## config.mk

```make
export PLATFORM = sky130hd
export DESIGN_NAME = key_step_ctrl
export DESIGN_NICKNAME = d
export VERILOG_FILES = /design/src/rtl/key_step_ctrl.sv
export SDC_FILE = /design/constraint.sdc
export NUM_CORES = 1
export LEC_CHECK = 0
export CAP_MARGIN = 40
export CORE_MARGIN = 3
export CORE_UTILIZATION = 45
export CTS_BUF_LIST = sky130_fd_sc_hd__clkbuf_4
export CTS_CLUSTER_SIZE = 12
export DETAILED_ROUTE_END_ITERATION = 6
export GPL_ROUTABILITY_DRIVEN = 0
export PLACE_DENSITY = 0.65
export REMOVE_ABC_BUFFERS = 1
export SETUP_SLACK_MARGIN = 0.5
export SLEW_MARGIN = 20
export SYNTH_ARGS = -nofsm -noshare
export SYNTH_HDL_FRONTEND = slang
export SYNTH_SLANG_ARGS = --single-unit
```

## constraint.sdc

```tcl
create_clock -name Clk -period 5 [get_ports Clk]
set_input_delay 1 -clock Clk [delete_from_list [all_inputs] [get_ports Clk]]
set_output_delay 1 -clock Clk [all_outputs]
set_load 0.1 [all_outputs]
```

## src/rtl/key_step_ctrl.sv

```systemverilog
// key_step_ctrl: multi-channel push-button conditioner plus processor
// single-step / free-run controller.
// Each key is synchronised, debounced and edge-detected. step_en is a
// one-cycle enable, driven either by the manual step key or by a
// free-running divider in run mode. step_count counts issued steps.
// Optional macro STEP_REPEAT_EN: holding the step key in step mode
// auto-repeats step_en after REPEAT_DELAY cycles, then every
// REPEAT_PERIOD cycles. When the macro is undefined, the repeat logic
// is not built.
module key_step_ctrl #(
  parameter int N_KEYS          = 4,
  parameter int KEY_ACTIVE_LOW  = 1,
  parameter int DEBOUNCE_CYCLES = 500000,
  parameter int STEP_IDX        = 0,
  parameter int MODE_IDX        = 1,
  parameter int RUN_DIV         = 25000000,
  parameter int REPEAT_DELAY    = 25000000,
  parameter int REPEAT_PERIOD   = 5000000
) (
  input  logic              Clk,
  input  logic              Reset,
  input  logic [N_KEYS-1:0] key_in,
  output logic [N_KEYS-1:0] key_level,
  output logic [N_KEYS-1:0] key_press,
  output logic [N_KEYS-1:0] key_release,
  output logic              run_mode,
  output logic              step_en,
  output logic [15:0]       step_count
);

  localparam int CW = $clog2(DEBOUNCE_CYCLES);
  localparam logic [CW-1:0] DB_LAST = CW'(DEBOUNCE_CYCLES - 1);
  localparam int DW = $clog2(RUN_DIV);
  localparam logic [DW-1:0] DIV_LAST = DW'(RUN_DIV - 1);
  // A raw line with no key pressed reads high on active-low boards.
  localparam logic [N_KEYS-1:0] RAW_IDLE = (KEY_ACTIVE_LOW != 0) ? {N_KEYS{1'b1}} : {N_KEYS{1'b0}};

  logic [N_KEYS-1:0] r_sync1;
  logic [N_KEYS-1:0] r_sync2;
  logic [N_KEYS-1:0] w_sync;
  logic [CW-1:0]     r_db_cnt [N_KEYS];
  logic [N_KEYS-1:0] r_level;
  logic [N_KEYS-1:0] r_press;
  logic [N_KEYS-1:0] r_release;
  logic              r_run_mode;
  logic [DW-1:0]     r_div;
  logic              r_step_en;
  logic [15:0]       r_step_count;
  logic              w_mode_press;
  logic              w_step_press;
  logic              w_div_fire;
  logic              w_rep_fire;

  // Two-flop synchroniser; resets to the released level so that reset produces no press.
  always_ff @(posedge Clk or posedge Reset) begin
    if (Reset) begin
      r_sync1 <= RAW_IDLE;
      r_sync2 <= RAW_IDLE;
    end else begin
      r_sync1 <= key_in;
      r_sync2 <= r_sync1;
    end
  end

  // Normalise polarity after synchronisation: 1 = pressed.
  assign w_sync = (KEY_ACTIVE_LOW != 0) ? ~r_sync2 : r_sync2;

  // Per-channel debounce. A level change is accepted only after DEBOUNCE_CYCLES stable cycles; press and release pulses are registered together with the level change.
  always_ff @(posedge Clk or posedge Reset) begin
    if (Reset) begin
      for (int i = 0; i < N_KEYS; i++) r_db_cnt[i] <= '0;
      r_level   <= '0;
      r_press   <= '0;
      r_release <= '0;
    end else begin
      r_press   <= '0;
      r_release <= '0;
      for (int i = 0; i < N_KEYS; i++) begin
        if (w_sync[i] == r_level[i]) begin
          r_db_cnt[i] <= '0;
        end else if (r_db_cnt[i] == DB_LAST) begin
          r_db_cnt[i]  <= '0;
          r_level[i]   <= w_sync[i];
          r_press[i]   <= w_sync[i];
          r_release[i] <= ~w_sync[i];
        end else begin
          r_db_cnt[i] <= r_db_cnt[i] + 1'b1;
        end
      end
    end
  end

  assign w_mode_press = r_press[MODE_IDX];
  assign w_step_press = r_press[STEP_IDX];
  assign w_div_fire   = r_run_mode && (r_div == DIV_LAST);

`ifdef STEP_REPEAT_EN
  localparam int RMAX = (REPEAT_DELAY > REPEAT_PERIOD) ? REPEAT_DELAY : REPEAT_PERIOD;
  localparam int RW = $clog2(RMAX);
  localparam logic [RW-1:0] REP_FIRST_LAST = RW'(REPEAT_DELAY - 1);
  localparam logic [RW-1:0] REP_NEXT_LAST  = RW'(REPEAT_PERIOD - 1);

  logic          r_rep_active;
  logic          r_rep_first;
  logic [RW-1:0] r_rep_cnt;
  logic [RW-1:0] w_rep_target;

  assign w_rep_target = r_rep_first ? REP_FIRST_LAST : REP_NEXT_LAST;
  assign w_rep_fire   = r_rep_active && r_level[STEP_IDX] && !r_run_mode &&
                        (r_rep_cnt == w_rep_target);

  // Auto-repeat timer. It counts cycles since the step press, and is cancelled by a release or a mode toggle.
  always_ff @(posedge Clk or posedge Reset) begin
    if (Reset) begin
      r_rep_active <= 1'b0;
      r_rep_first  <= 1'b0;
      r_rep_cnt    <= '0;
    end else if (w_mode_press || !r_level[STEP_IDX]) begin
      r_rep_active <= 1'b0;
      r_rep_first  <= 1'b0;
      r_rep_cnt    <= '0;
    end else if (w_step_press && !r_run_mode) begin
      // The press cycle itself counts as cycle 0 of the initial delay.
      r_rep_active <= 1'b1;
      r_rep_first  <= 1'b1;
      r_rep_cnt    <= RW'(1);
    end else if (r_rep_active) begin
      if (w_rep_fire) begin
        r_rep_first <= 1'b0;
        r_rep_cnt   <= '0;
      end else begin
        r_rep_cnt <= r_rep_cnt + 1'b1;
      end
    end
  end
`else
  assign w_rep_fire = 1'b0;
`endif

  // Mode toggle, run divider, step pulse and step counter. The step source is chosen by the mode before any toggle.
  always_ff @(posedge Clk or posedge Reset) begin
    if (Reset) begin
      r_run_mode   <= 1'b0;
      r_div        <= '0;
      r_step_en    <= 1'b0;
      r_step_count <= '0;
    end else begin
      r_run_mode <= r_run_mode ^ w_mode_press;
      if (!r_run_mode || w_mode_press || w_div_fire) begin
        r_div <= '0;
      end else begin
        r_div <= r_div + 1'b1;
      end
      r_step_en    <= (w_step_press && !r_run_mode) || w_div_fire || w_rep_fire;
      r_step_count <= r_step_count + 16'(r_step_en);
    end
  end

  assign key_level   = r_level;
  assign key_press   = r_press;
  assign key_release = r_release;
  assign run_mode    = r_run_mode;
  assign step_en     = r_step_en;
  assign step_count  = r_step_count;

endmodule
```

==> results of run 1 <==
[Yosys cell counts, types with 3 or more instances]
cell type / instances
a21oi_1: 30
and2_1: 3
and3_1: 9
and4_1: 6
buf_2: 3
clkbuf_1: 11
dfrtp_1: 131
dfstp_2: 8
ha_1: 8
inv_1: 22
nand2_1: 48
nand3_1: 30
nand3_2: 3
nand4_1: 28
nor2_1: 82
nor3_1: 16
nor3b_1: 4
nor4_1: 17
nor4b_1: 3
o21ai_0: 18
o31ai_1: 13
o31ai_2: 3
or2_1: 3
or2_2: 3
or3_1: 18
or4_1: 20
xnor2_1: 51
xor2_1: 27
[stage by stage]
step	worst slack [ns]	utilization, %	total power [mW]
3_5_place_dp	2.721	53.69	1.230
3_3_place_gp	2.393	50.19	1.225
2_1_floorplan	0.2887	-	1.206
5_1_grt	2.110	55.62	1.998
6_report	2.212	55.62	1.909
4_1_cts	2.167	55.62	1.936
[flip-flops by register name, summed over array words and instances (netlist names)]
name	count
key_level	4
step_count	16
key_release	4
r_db_cnt	76
key_press	4
step_en	1
r_div	25
run_mode	1
r_sync1	4
r_sync2	4
[per-layer routing]
layer	vias up	part of all wire (%)	track usage (%)
met5	-	0	0
met4	0	1.3	4.921
met3	15	4.0	4.071
met2	100	48	28.23
met1	2398	46	23.90
li1	2422	-	-
[power by group through the flow]
stage	Clock (mW)	Combinational [mW]	Sequential, mW
5_1_grt	0.779	0.0668	1.15
3_3_place_gp	0	0.0545	1.17
4_1_cts	0.727	0.0595	1.15
6_report	0.703	0.0568	1.15
2_1_floorplan	0	0.0380	1.17
3_5_place_dp	0	0.0589	1.17
[worst max path at each step]
stage,endpoint,slack [ns],startpoint
6_report,step_count[5],2.21,step_count[5]
5_1_grt,step_count[5],2.11,step_count[5]
4_1_cts,step_count[5],2.17,step_count[5]
3_5_place_dp,r_div[24],2.72,r_div[0]
3_3_place_gp,step_count[11],2.39,Reset
2_1_floorplan,key_level[0],0.29,Reset
[cells by family (layout without fill, tap and decap cells)]
group	count (synthesis)	count (layout)	synth area share [%]
adder cells (fa/ha/maj)	8	8	1.544
multiplexers	2	2	0.3087
flip-flops	139	139	53.79
buffers and inverters	37	123	2.315
XOR/XNOR	78	78	10.53
AND/OR/NAND/NOR	303	303	24.91
AO/OA/AOI/OAI	70	70	6.599
[critical path, cell delays in order (launching register included)]
cell and delay, ns:
dfrtp_1 0.47, clkdlybuf4s50_1 0.57, buf_8 0.21
[final cells by class]
type	instances	area (sq um)
timing repair buffer	69	850.8
clock inverter	10	103.9
inverter	22	87.58
multi-input combinational	461	2859
tap	180	225.2
fill	1205	6208
clock buffer	22	165.2
sequential	139	3488
==> results.md, run 1 <==
- Fin crit share: 55.75%
- Reg-to-reg endpoint: r_div[24]
- Critical path peak fanout: 6
- WL per Instance: 14.57 um
- R2r startpoint: r_div[0]
- Diode count: 0
- CTS buffer count: 17
- Status: completed
- PD cells: 245.4 nW/um^2
- Placement Rows: 43
- # DRC: 0
- Clock Tree Root: clkbuf_4
- Number of synthesized flops with an enable pin: 0
- Routed Antenna Nets: 0
- Nets: 724
- Vias/cell: 5.465
- Cts hold-fix bufs: 0
- Slew HR: 43.27%
- Cells on worst reg2reg path: 5
- IO Port Bufs: 35
- Hold EP: r_sync2[1]
- Largest cells by area after synthesis: dfrtp_1, xnor2_1, nor2_1
- RSZ-0062 raised after global routing: false
- Initial Util: 46.36%
- 1st-pass router iterations: 4
- Most frequent cells in the layout: dfrtp_1, nor2_1, xnor2_1
- Vias in the first global route: 4774
- Largest area contributor in the netlist: dfrtp_1
- Clock Sinks: 139
- Area grow syn2layout: 19.97%
- Clk_skew: 0.01782 ns
- CTS H-tree depth: 4
- Fin crit period: 2.788 ns
- Worst Setup Path Type: flip-flop to output port
- Hold Slack: 0.3638 ns
- TNS Setup: 0 ns
- Unique cell type count in the Yosys netlist: 43
- Initial detailed-routing violation count: 393
- Seq pwr share: 60.2%
- # IOs: 36
- Clock slew at reported path FFs: 0.11 ns
- Net Sw Frac: 22.85%
- Yosys warns: 0
- Dpl cells: 871
- VDD IR max: 0.1107 mV
- Die ar.: 15890 sq um
- Syn avg cell area: 10.18 sq um
- Initial antenna violation count: 0
- Class of the worst hold path: flip-flop to flip-flop
- Total GRT Usage: 17.52%
- CP Data Arrival Time: 1.79 ns
- Req. time, crit path: 4.00 ns
- Internal power: 1.473 mW
- Die width: 126.0 um
- Largest net degree at the start of global routing: 70
- Max-slew violations: 0
- Die H: 126.0 um
- Top_reg_cell synth: dfrtp_1
- Clock power share: 36.8%
- Detail Placement HPWL: 9272 um
- Comb pwr share: 3.0%
- Final setup violation count: 0
- Static Leak: 3.063 nW
- Net switching power: 0.4364 mW
- Synth Register Bits: 139
- Mapped Cells: 637
- Final Cell Area: 7780 sq um
- Syn Std Cell Area: 6485 sq um
- Core Area: 13990 sq um
- Post-cts resize count: 0
- First-pass GRT wire length: 22890 um
- Clk Latency, worst-skew pair: 0.55 ns
- Routed vias: 4935
- Layout cells sized above 1: 12.31%
- WL final: 13160 um
- Finished Layout Cells: 903
- Postcts setup bufs: 0
- Hold Vio Cnt, Final: 0
- Sequential area share after synthesis: 53.79%
- Worst slew pin tran: 0.8391 ns
- Reg2reg setup slack: 2.71 ns
- Hold_sp: r_sync1[1]
- Most common cell after layout, fill and taps aside: dfrtp_1
- Hold Path Depth: 0
- CTS tree: built
- Crit path launch type: flip-flop
- Ys async rst share: 100.0%
- Fmax: 358.7 MHz
- Clk buf depth: 2
- Max-cap viol count: 0
- Placed Area: 7511 sq um
- GRT overflow: 0
- Critical path endpoint category: output port
- Synth top area share: 50.55%
(Power assumes the default switching activity.)
==> run 2, diff against run 1 <==
==> constraint.sdc (replaced) <==
create_clock -name Clk -period 2.4 [get_ports Clk]
set_input_delay 0.48 -clock Clk [delete_from_list [all_inputs] [get_ports Clk]]
set_output_delay 0.48 -clock Clk [all_outputs]
set_load 0.1 [all_outputs]
==> results.md, run 2 (synthesis results as in run 1) <==
- Placement Rows: 43
- Place WS: 0.2229 ns
- Largest net degree at the start of global routing: 49
- CTS buffer count: 17
- CTS H-tree depth: 4
- Area grow syn2layout: 22.67%
- Clk_skew: 0.01759 ns
- # DRC: 0
- Static Leak: 3.180 nW
- Vias in the first global route: 4894
- Worst slew pin tran: 0.4212 ns
- Fin crit share: 84.48%
- Max-slew violations: 0
- CP Data Arrival Time: 2.43 ns
- Initial detailed-routing violation count: 278
- Clock power share: 37.8%
- Worst Setup Path Type: flip-flop to flip-flop
- Clk Latency, worst-skew pair: 0.51 ns
- Internal power: 3.167 mW
- Initial Util: 46.36%
- WL per Instance: 14.62 um
- Cts hold-fix bufs: 0
- Critical path peak fanout: 6
- Clock Sinks: 139
- Total GRT Usage: 17.09%
- Vias/cell: 5.508
- Max-cap viol count: 0
- TNS Setup: 0 ns
- Comb pwr share: 3.9%
- Req. time, crit path: 2.80 ns
- Clock Tree Root: clkbuf_4
- Clk buf depth: 2
- PD cells: 517.4 nW/um^2
- Hold Slack: 0.3480 ns
- Crit path launch type: flip-flop
- Most common cell after layout, fill and taps aside: dfrtp_1
- CTS tree: built
- Hold Vio Cnt, Final: 0
- Die H: 126.0 um
- Post-Route Utilization: 56.87%
- Most frequent cells in the layout: dfrtp_1, buf_4, nor2_1
- Class of the worst hold path: flip-flop to flip-flop
- Status: completed
- Critical path endpoint category: flip-flop
- VDD IR max: 0.4793 mV
- Detail Placement HPWL: 8842 um
- Footprint of the multi-input gates: 3092 sq um
- Worst setup margin: 0.3724 ns
- Pwr Total: 4.116 mW
- Layout cells sized above 1: 27.27%
- Final setup violation count: 0
- Nets: 749
- Layout fillers: 1219
- Core Area: 13990 sq um
- Initial antenna violation count: 0
- # IOs: 36
- Die width: 126.0 um
- Fmax: 493.2 MHz
- Die ar.: 15890 sq um
- Net switching power: 0.9484 mW
- Slew HR: 71.66%
- Seq pwr share: 58.3%
- 1st-pass router iterations: 5
- WL final: 13570 um
- IO Port Bufs: 35
- Register area: 3507 sq um
- Register bank with the most flops: r_db_cnt
- RSZ-0062 raised after global routing: true
- Largest register FFs: 76
- Clock slew at reported path FFs: 0.12 ns
- Fin crit period: 2.028 ns
- Diode count: 0
- Routed Antenna Nets: 0
- Routed vias: 5111
- Net Sw Frac: 23.04%
- GRT overflow: 0
- First-pass GRT wire length: 22690 um
run 2: changes by cell type in the layout (fill, tap and decap cells not counted), moves of 12 or more:
cell,before,now
a21oi_1,30,18
buf_8,30,0
dfrtp_1,131,116
clkdlybuf4s50_1,35,5
buf_4,3,83
a21oi_2,0,12
dfrtp_2,0,15
run 2: power groups by stage:
stage | Combinational [mW] | Clock (mW) | Sequential, mW
finish | 0.160 | 1.56 | 2.40
global placement | 0.128 | 0 | 2.44
floorplan | 0.0791 | 0 | 2.43
detailed placement | 0.133 | 0 | 2.44
global route | 0.183 | 1.74 | 2.40
CTS | 0.141 | 1.62 | 2.40
run 2: metal layers:
layer / vias to the layer above / routed length [um] / track usage, %
met4: 0 / 218 / 5.489
met5: - / 0 / 0
met2: 120 / 6432 / 26.38
met1: 2506 / 6295 / 23.70
met3: 19 / 621 / 4.495
li1: 2466 / - / -
run 2: area by class of cell:
type                            count  share of cell area [%]
Clock buffer                       19                   1.793
Clock inverter                     13                   1.903
Inverter                           22                   1.101
Multi-Input combinational cell    461                   38.86
Sequential cell                   139                   44.09
Tap cell                          180                   2.831
Timing Repair Buffer               94                   9.421
run 2: worst paths after layout:
check                        startpoint            end  slack, ns  depth (start not counted)
setup reg to reg           r_db_cnt[48]   r_db_cnt[51]       0.37                          5
setup / recovery           r_db_cnt[48]   r_db_cnt[51]       0.37                          5
min in group asynchronous         Reset  step_count[9]       0.36                          2
hold / removal               r_sync1[1]     r_sync2[1]       0.35                          0
hold reg to reg              r_sync1[1]     r_sync2[1]       0.35                          0
max in group asynchronous         Reset     r_sync1[1]       1.38                          3
run 2: what timing repair did:
item / CTS / global route
setup buffers: 14 / 28
resized for setup: 20 / 58
gates cloned: 1 / 1
pin swaps: 19 / 18
hold endpoints to repair: 0 / 0
endpoints found under the setup margin: 36 / 61
run 2: through the flow:
step | instance area (sq um) | cells
after floorplan | 6417 | 622
after global placement | 7048 | 852
after detailed placement | 7048 | 852
after CTS | 7526 | 899
after global routing | 7955 | 928
final | 7955 | 928
run 2: critical path: stages, from the launching register on:
cell	delay (ns)
dfrtp_1	0.41
or4_1	0.52
or4_4	0.58
o21ai_4	0.20
buf_6	0.16
a21oi_1	0.05
==> run 3, diff against run 2 <==
--- a/config.mk
+++ b/config.mk
@@ -12,7 +12,6 @@
 export CTS_CLUSTER_SIZE = 12
 export DETAILED_ROUTE_END_ITERATION = 6
 export GPL_ROUTABILITY_DRIVEN = 0
-export PLACE_DENSITY = 0.65
 export REMOVE_ABC_BUFFERS = 1
 export SETUP_SLACK_MARGIN = 0.5
 export SLEW_MARGIN = 20
==> constraint.sdc (replaced) <==
create_clock -name Clk -period 2 [get_ports Clk]
set_input_delay 0.4 -clock Clk [delete_from_list [all_inputs] [get_ports Clk]]
set_output_delay 0.4 -clock Clk [all_outputs]
set_load 0.1 [all_outputs]
==> results.md, run 3 (synthesis results as in run 1) <==
- Core Area: 13990 sq um
- GRT overflow: 0
- Max-slew violations: 0
- Net Sw Frac: 24.42%
- Cts hold-fix bufs: 0
- CTS buffer count: 17
- Placed Area: 7436 sq um
- Largest net degree at the start of global routing: 37
- Most common cell after layout, fill and taps aside: buf_4
- Total GRT Usage: 20.81%
- Slowest stage cell, crit path: or4_4
- Routed vias: 5833
- Register area: 3515 sq um
- Fin crit period: 2.009 ns
- Critical path peak fanout: 4
- Wire length on met3: 786 um
- CP Cell Sequence: or4_1, or4_4, or2_4, and3_4
- Placement Rows: 43
- Footprint of the multi-input gates: 4000 sq um
- Most frequent cells in the layout: buf_4, dfrtp_1, nor2_4
- R2r startpoint: r_db_cnt[52]
- Met2 routed WL: 9807 um
- Comb pwr share: 6.0%
- Worst setup margin: -0.008563 ns
- CTS H-tree depth: 4
- Clock slew at reported path FFs: 0.13 ns
- Reg-to-reg endpoint: r_db_cnt[39]
- Reg2reg setup slack: -0.009 ns
- Worst Setup Path Type: flip-flop to flip-flop
- Fin crit share: 100.4%
- Crit path launch type: flip-flop
- Finished Layout Cells: 1045
- Place WS: -0.02398 ns
- Slowest stage delay, CP: 0.57 ns
- Max layer used: met4
- Initial Util: 46.36%
- Register bank with the most flops: r_db_cnt
- VDD IR max: 0.6067 mV
- Fmax: 497.9 MHz
- Initial antenna violation count: 0
- Area grow syn2layout: 58.50%
- Critical path endpoint category: flip-flop
- Layout cells sized above 1: 50.17%
- Static Leak: 4.168 nW
- CP Data Arrival Time: 2.45 ns
- Slew HR: 71.75%
- Clock Sinks: 139
- Dpl cells: 892
- PD cells: 482.5 nW/um^2
- Largest register FFs: 76
- # IOs: 36
- Vias in the first global route: 5717
- Final setup violation count: 1
- Routed Antenna Nets: 0
- Detail Placement HPWL: 9315 um
- Hold Vio Cnt, Final: 0
- Failing checks: negative setup slack
- Cells on worst reg2reg path: 4
- Clock power share: 36.0%
- Layout fillers: 922
- Clk buf depth: 2
- Req. time, crit path: 2.44 ns
- Clk Latency, worst-skew pair: 0.56 ns
- Wire length on met1: 7687 um
- Max-cap viol count: 0
- Initial detailed-routing violation count: 402
- # DRC: 0
- Die H: 126.0 um
- RSZ-0062 raised after global routing: true
- Status: complete, but fails checks
- Die ar.: 15890 sq um
- First-pass GRT wire length: 27140 um
- 1st-pass router iterations: 5
- Internal power: 3.748 mW
- Net switching power: 1.211 mW
- Clk_skew: 0.02474 ns
- WL final: 18640 um
- Nets: 866
- CTS tree: built
- Die width: 126.0 um
- Clock Tree Root: clkbuf_4
- Vias/cell: 5.582
- IO Port Bufs: 35
- Diode count: 0
- Seq pwr share: 58.1%
- WL per Instance: 17.84 um
- Worst slew pin tran: 0.4226 ns
- Class of the worst hold path: input port to asynchronous set/reset pin
- Final Cell Area: 10280 sq um
==> run 3: changes by cell type in the layout (fill, tap and decap cells not counted), sizes merged <==
cell and change:
clkbuf +2, clkinvlp -2, clkinv +1, bufinv -1
buf +117
==> run 3: worst max path at each step <==
stage              endpoint  slack [ns]  cells after the start    startpoint
2_1_floorplan  key_level[0]       -2.11                      1         Reset
6_report       r_db_cnt[39]      -0.009                      4  r_db_cnt[52]
3_3_place_gp   r_db_cnt[39]        0.02                      4  r_db_cnt[52]
5_1_grt        r_db_cnt[39]       -0.04                      4  r_db_cnt[52]
3_5_place_dp      r_div[16]       -0.02                      6      r_div[1]
4_1_cts        r_db_cnt[39]        0.02                      4  r_db_cnt[52]
==> run 3: routing by layer <==
metal / GRT usage, % / vias to the layer above
met5: 0 / -
met3: 5.174 / 36
met2: 36.56 / 162
met4: 5.804 / 0
li1: - / 2694
met1: 25.53 / 2941
==> run 3: through the flow <==
step                power [mW]  setup TNS, ns  utilization, %  hold slack, ns
floorplan                3.016        -301.06               -          0.3452
global placement         3.097              0           53.16          0.3468
detailed placement       3.102       -0.02398           53.16          0.3473
CTS                      4.932              0           66.38          0.1946
global route             5.149        -0.6016           73.48          0.1783
finish                   4.959      -0.008563           73.48          0.2073
==> run 3: final cells by class <==
cell class,instances,area share [%]
flip-flops and latches,139,34.19
multi-input cells,461,38.92
clock buffers,21,1.534
well taps,180,2.191
inverters,22,0.8521
clock inverters,11,1.023
repair buffers,211,21.29
==> run 3: power groups by stage <==
stage	clock network (mW)	registers, mW	logic [mW]
final	1.78	2.88	0.296
after global routing	1.94	2.88	0.322
after global placement	0	2.92	0.174
after detailed placement	0	2.92	0.178
after CTS	1.81	2.88	0.243
after floorplan	0	2.92	0.0949
==> run 3: worst max-delay path: cells and delay by family (launching register included) <==
family	cells	cell delay [ns]
AND/OR/NAND/NOR	4	1.52
flip-flops	1	0.39
==> run 3: repair_timing <==
item | CTS | global route
resized for setup | 227 | 168
pin swaps | 93 | 60
buffers inserted | 83 | 29
endpoints found under the setup margin | 147 | 149
gates cloned | 9 | 0
